`config.mk`:
```
export PLATFORM = sky130hd
export DESIGN_NAME = word_byte_serializer
export DESIGN_NICKNAME = d
export VERILOG_FILES = /design/src/rtl/word_byte_serializer.sv
export SDC_FILE = /design/constraint.sdc
export NUM_CORES = 1
export LEC_CHECK = 0
export CAP_MARGIN = 25
export CORE_MARGIN = 2
export CORE_UTILIZATION = 35
export CTS_CLUSTER_DIAMETER = 50
export CTS_CLUSTER_SIZE = 10
export DETAILED_ROUTE_END_ITERATION = 12
export GPL_TIMING_DRIVEN = 0
export PLACE_DENSITY = 0.67
export RECOVER_POWER = 100
export REMOVE_ABC_BUFFERS = 1
export SLEW_MARGIN = 20
export SYNTH_ARGS = -nofsm -noshare
export SYNTH_HDL_FRONTEND = slang
export SYNTH_SLANG_ARGS = --single-unit
export TNS_END_PERCENT = 30
```
`constraint.sdc`:
```
create_clock -name clk -period 2.7 [get_ports clk]
set_input_delay 0.405 -clock clk [delete_from_list [all_inputs] [get_ports clk]]
set_output_delay 0.405 -clock clk [all_outputs]
set_load 0.02 [all_outputs]
```
`src/rtl/word_byte_serializer.sv`:
```
// word_byte_serializer
// Takes a BYTE_W*N_BYTES-bit word over a valid/ready handshake and emits its
// bytes one at a time, most significant byte first, over a second handshake.
// Build option: define WORD_BYTE_SER_BACK2BACK_EN to let a new word be taken
// on the same edge that the last byte of the current word is accepted. This
// removes the one-cycle bubble between words. Without it, in_ready is high
// only in IDLE.
module word_byte_serializer #(
    parameter  int BYTE_W  = 8,
    parameter  int N_BYTES = 4,
    localparam int WORD_W  = BYTE_W * N_BYTES,
    localparam int IDX_W   = (N_BYTES > 1) ? $clog2(N_BYTES) : 1
) (
    input  logic              clk,
    input  logic              rst_n,
    input  logic              in_valid,
    output logic              in_ready,
    input  logic [WORD_W-1:0] in_data,
    output logic              out_valid,
    input  logic              out_ready,
    output logic [BYTE_W-1:0] out_data,
    output logic [IDX_W-1:0]  out_idx,
    output logic              out_last
);

    typedef enum logic {
        S_IDLE = 1'b0,
        S_SEND = 1'b1
    } state_t;

    localparam logic [IDX_W-1:0] LAST_IDX = IDX_W'(N_BYTES - 1);

    state_t            r_state;
    state_t            w_state_next;
    logic [WORD_W-1:0] r_shift;
    logic [WORD_W-1:0] w_shift_next;
    logic [IDX_W-1:0]  r_idx;
    logic [IDX_W-1:0]  w_idx_next;

    logic w_send;
    logic w_last;
    logic w_load;

    assign w_send = (r_state == S_SEND);
    assign w_last = w_send && (r_idx == LAST_IDX);

    // The byte being presented is always the top lane of the shift register.
    assign out_valid = w_send;
    assign out_data  = w_send ? r_shift[WORD_W-1 -: BYTE_W] : '0;
    assign out_idx   = r_idx;
    assign out_last  = w_last;

`ifdef WORD_BYTE_SER_BACK2BACK_EN
    // The slot frees up as the last byte leaves, so ready follows out_ready.
    assign in_ready = (r_state == S_IDLE) || (w_last && out_ready);
`else
    assign in_ready = (r_state == S_IDLE);
`endif

    assign w_load = in_valid && in_ready;

    // Next-state logic: load a word, advance one byte per accepted output, or hold.
    always_comb begin
        w_state_next = r_state;
        w_shift_next = r_shift;
        w_idx_next   = r_idx;
        case (r_state)
            S_IDLE: begin
                if (w_load) begin
                    w_shift_next = in_data;
                    w_idx_next   = '0;
                    w_state_next = S_SEND;
                end
            end
            S_SEND: begin
                if (out_ready) begin
                    if (!w_last) begin
                        w_shift_next = r_shift << BYTE_W;
                        w_idx_next   = r_idx + 1'b1;
                    end else begin
                        w_idx_next = '0;
                        if (w_load) begin
                            w_shift_next = in_data;
                        end else begin
                            w_shift_next = '0;
                            w_state_next = S_IDLE;
                        end
                    end
                end
            end
            default: begin
                w_state_next = S_IDLE;
                w_shift_next = '0;
                w_idx_next   = '0;
            end
        endcase
    end

    // State registers. Reset discards any word that is still being sent.
    always_ff @(posedge clk) begin
        if (!rst_n) begin
            r_state <= S_IDLE;
            r_shift <= '0;
            r_idx   <= '0;
        end else begin
            r_state <= w_state_next;
            r_shift <= w_shift_next;
            r_idx   <= w_idx_next;
        end
    end

endmodule

```
==> reports/metrics.csv, run 1 <==
metric,value,unit
routed_wl,3.51,mm
io_buffers,48,
crit_fanout,26,
cts_tree,yes,
synth_seq_area_share,41.7,%
antenna_found_initial,0,
die_y,73.3,um
vias_per_cell,4.90,
antenna_cells,0,
crit_chain,"ha_2, inv_1, nor2_1, dlygate4sd3_1",
fmax,413,MHz
grt.total_usage,14.5,%
post-route-min-period,2420,ps
synthCells,185,
yosys.area.top_type,dfxtp_1,
yosys-top-cells-area,"dfxtp_1, o2111a_1, nand2b_1, o21ai_0, inv_1",
cp_num_buf_inv,2,
dr_wl_met2,1.59,mm
wl_met1,1.72,mm
hold_violations,0,
drc_errors,0,
rows,25,
p_sw,282,uW
cts_buffer_depth,2,
synth.distinct_cells,19,
sw_frac_of_total,23.8,%
insertion_delay,280,ps
p_leak,0.830,nW
syn_area_per_cell,9.08,um^2
finalWorstSetupSlack,277,ps
criticalPathCategory,reg -> out,
endpoint_kind,primary output,
synth_seq_cells,35,
syn2layout_area_growth,33.1,%
post-place-ws,-5.51,ps
cp.required,2300,ps
power.density,529,mW/mm^2
worst_path_max_delay_cell,dlygate4sd3_1,
fin_area,0.00224,mm^2
drv_slew,0,
setup_viol,0,
cp.arrival,2020,ps
power.share.clock,34.8,%
period_share,89.8,%
drt-initial-drc-count,147,
p_total,1.18,mW
grt_max_degree,36,
grt_first_pass_wirelength,6.08,mm
worst_pin_slew,819,ps
routedWlPerCell,12.6,um
p_int,900,uW
rsz0062_at_grt,no,
dieArea,0.00537,mm^2
whs,523,ps
dr_total_vias,1367,
gp_congestion,0.656,
yosysTopAreaCellShare,41.7,%
cts-htree-levels,2,
startpoint_type,flip-flop,
fp.dieW,73.3,um
hpwl,2.19,mm
core-area,0.00466,mm^2
cts_num_sinks,35,
cts_buffers,5,
grt_pass1_vias,1338,
top_layer,met4,
outcome,completed,
max_slew_margin,43.8,%
grt_overflow_total,0,
clk_pin_slew,60,ps
final_core_util,48.0,%
seqPwrFrac,49.0,%
cts_setup_buffers,0,
cpPeakStageDelay,670,ps
crit_family,buffers and inverters,
pin_count,49,
start_util,36.1,%
drt.antenna.violating_nets,0,
placed_area,0.00213,mm^2
wl_met3,139,um
cap_viol_max_count,0,
ir_drop,0.000221,V
fin_nets,261,
netlist_area,0.00168,mm^2
yosysWarnings,0,
combPwrFrac,16.2,%
finClkSkew,4.77,ps
fillCellCount,478,
hp-class,reg -> reg,
dr.pass1.iters,4,
drive_gt1_share,4.44,%
root_buffer,clkbuf_8,
==> power groups by stage <==
| stage | logic (mW) | clock network, mW | registers, mW |
|---|---|---|---|
| 2_1_floorplan | 0.103 | 0 | 0.589 |
| 6_report | 0.191 | 0.411 | 0.580 |
| 4_1_cts | 0.198 | 0.426 | 0.580 |
| 3_3_place_gp | 0.197 | 0 | 0.590 |
| 5_1_grt | 0.215 | 0.447 | 0.586 |
| 3_5_place_dp | 0.198 | 0 | 0.592 |
==> sequential cells by signal, indices dropped and copies added (netlist names) <==
name,count
out_idx,2
out_valid,1
r_shift,32
==> cell usage after synthesis <==
cell type / count
dfxtp_1: 35
or2_1: 1
nor2b_1: 10
buf_1: 1
and2b_4: 1
inv_1: 26
clkbuf_1: 11
buf_6: 4
a32oi_1: 1
o21ai_0: 25
and2_1: 9
mux2i_1: 2
o2111a_1: 24
or2b_1: 1
a21oi_1: 1
a22oi_1: 8
ha_1: 1
nor2_1: 1
nand2b_1: 23
==> placed cells by master, fill, tap and decap left out, drive strengths merged <==
cell,count
dfxtp,35
clkdlybuf4s50,34
inv,26
o21ai,25
o2111a,24
nand2b,23
dlygate4sd3,13
nor2b,10
and2,9
a22oi,8
clkbuf,8
mux2i,2
nor2,1
and2b,1
or2,1
a21oi,1
a32oi,1
or2b,1
ha,1
buf,1
==> worst paths after layout <==
| path | slack, ps | start | end | depth (start not counted) |
|---|---|---|---|---|
| worst max-delay path | 280 | out_idx[0]$_SDFFE_PN0P_ | out_last | 4 |
| worst min-delay path | 520 | r_shift[5]$_SDFFE_PN0P_ | r_shift[5]$_SDFFE_PN0P_ | 2 |
| worst max register to register | 290 | out_valid$_SDFF_PN0_ | r_shift[14]$_SDFFE_PN0P_ | 3 |
| worst min register to register | 520 | r_shift[5]$_SDFFE_PN0P_ | r_shift[5]$_SDFFE_PN0P_ | 2 |
==> worst register-to-register path: stages (launching register included) <==
cell,delay (ps)
dfxtp_1,580
and2_1,750
or2_1,770
o2111a_1,260
==> repair_timing <==
action / in CTS / in global routing
hold buffers: 0 / 0
gates resized for setup: 0 / 1
setup endpoints to repair: 0 / 1
==> area by class of cell <==
type | instances | area [um^2] | area share [%]
timing repair buffer | 48 | 475 | 21.3
multi-input combinational | 108 | 795 | 35.5
inverter | 26 | 97.6 | 4.36
tap | 54 | 67.6 | 3.02
clock buffer | 8 | 100 | 4.48
sequential | 35 | 701 | 31.3
==> metrics by stage <==
stage               cells  TNS, ps
floorplan             169        0
global route          279        0
CTS                   279        0
global placement      271     -128
finish                279        0
detailed placement    271    -6.69
==> routing by layer <==
metal,track usage [%],vias up
met5,0,-
met4,6.06,0
met3,3.02,7
met2,24.6,30
met1,17.8,617
li1,-,713
==> cell families after synthesis <==
family | synth area share, %
compound gates | 27.9
simple gates | 17.3
buf+inv | 11.2
flops | 41.7
mux | 1.19
fa+ha+maj | 0.744
(Power assumes the default switching activity.)
==> run 2: changes to the inputs <==
- SLEW_MARGIN: 20 -> unset
==> reports/metrics.csv, run 2 (synthesis gave the netlist of run 1 again) <==
metric,value,unit
cap_viol_max_count,0,
hold_violations,0,
startpoint_type,flip-flop,
ctsHoldBuffers,0,
ir_drop,0.000227,V
antenna_found_initial,0,
cp_num_buf_inv,0,
cp.arrival,2720,ps
drt-initial-drc-count,95,
root_buffer,clkbuf_8,
worst_pin_slew,854,ps
drive_gt1_share,4.42,%
io_buffers,48,
post-route-min-period,2500,ps
drc_errors,0,
crit_chain,"and2_1, or2_1, o2111a_1",
cts_num_sinks,35,
power.density,524,mW/mm^2
drt.antenna.violating_nets,0,
syn2layout_area_growth,35.0,%
dieArea,0.00537,mm^2
final_cell_mix,"clkdlybuf4s50_1, dfxtp_1, inv_1",
max_slew_margin,41.5,%
crit_family,simple AND/OR/NAND/NOR gates,
routed_wl,3.59,mm
grt_first_pass_wirelength,6.12,mm
gp_congestion,0.656,
dr_total_vias,1359,
rows,25,
grt_pass1_vias,1323,
fp.dieW,73.3,um
insertion_delay,280,ps
period_share,92.6,%
drv_slew,0,
cp.required,2920,ps
cts_buffers,5,
largest_reg_flops,32,
post_cts_resized,1,
antenna_cells,0,
hp-class,reg -> reg,
routedWlPerCell,12.8,um
cts-htree-levels,2,
crit_fanout,28,
grt_overflow_total,0,
finalWorstSetupSlack,200,ps
clk_pin_slew,70,ps
endpoint_kind,flip-flop,
placed_cells,272,
dr.pass1.iters,5,
vias_per_cell,4.85,
start_util,36.1,%
p_leak,0.842,nW
outcome,completed,
whs,523,ps
layout.cells.non_filler,280,
criticalPathCategory,reg -> reg,
setup_viol,0,
finClkSkew,5.10,ps
cts_buffer_depth,2,
hpwl,2.24,mm
cts_setup_buffers,0,
post-place-ws,-14.0,ps
rsz0062_at_grt,no,
grt_max_degree,34,
fmax,400,MHz
top_register,r_shift,
grt.total_usage,14.6,%
die_y,73.3,um
core-area,0.00466,mm^2
cts_tree,yes,
pin_count,49,
cpPeakStageDelay,780,ps
worst_path_max_delay_cell,and2_1,
fin_nets,262,
run 2: cell types whose count changed in the layout (fill, tap and decap cells not counted), sizes merged:
cell	change
clkdlybuf4s50	+1
run 2: per-layer routing:
| metal | vias up | GRT usage (%) | routed length (um) |
|---|---|---|---|
| met5 | - | 0 | 0 |
| met4 | 0 | 6.06 | 48 |
| met3 | 5 | 2.61 | 135 |
| met2 | 31 | 23.2 | 1610 |
| met1 | 604 | 19.5 | 1800 |
| li1 | 719 | - | - |
run 2: through the flow:
stage	TNS [ps]	power (mW)	util (%)	instance area [um^2]
floorplan	0	0.692	-	1590
global placement	-128	0.787	45.9	2140
detailed placement	-69.1	0.795	46.5	2170
CTS	0	1.21	48.7	2270
global route	0	1.25	48.7	2270
finish	0	1.19	48.7	2270
run 2: report_power, final:
| group | internal [mW] | total [mW] | switching, mW |
|---|---|---|---|
| Sequential | 0.558 | 0.580 | 0.0223 |
| Clock | 0.233 | 0.411 | 0.178 |
| Combinational | 0.114 | 0.198 | 0.0838 |
run 2: final timing paths:
path / start / end / slack [ps] / cells past startpoint
hold reg to reg: r_shift[5]$_SDFFE_PN0P_ / r_shift[5]$_SDFFE_PN0P_ / 520 / 2
setup reg to reg: out_valid$_SDFF_PN0_ / r_shift[26]$_SDFFE_PN0P_ / 200 / 3
setup / recovery: out_valid$_SDFF_PN0_ / r_shift[26]$_SDFFE_PN0P_ / 200 / 3
hold / removal: r_shift[5]$_SDFFE_PN0P_ / r_shift[5]$_SDFFE_PN0P_ / 520 / 2
run 2: worst reg2reg max path: stages, from the launching register on:
cell and delay [ps]:
dfxtp_1 610, and2_1 780, or2_1 790, o2111a_1 260
run 2: layout make-up:
cell class	count	area [um^2]
Clock buffer	8	100
Tap cell	54	67.6
Multi-Input combinational cell	108	795
Fill cell	452	2390
Timing Repair Buffer	49	508
Sequential cell	35	701
Inverter	26	97.6
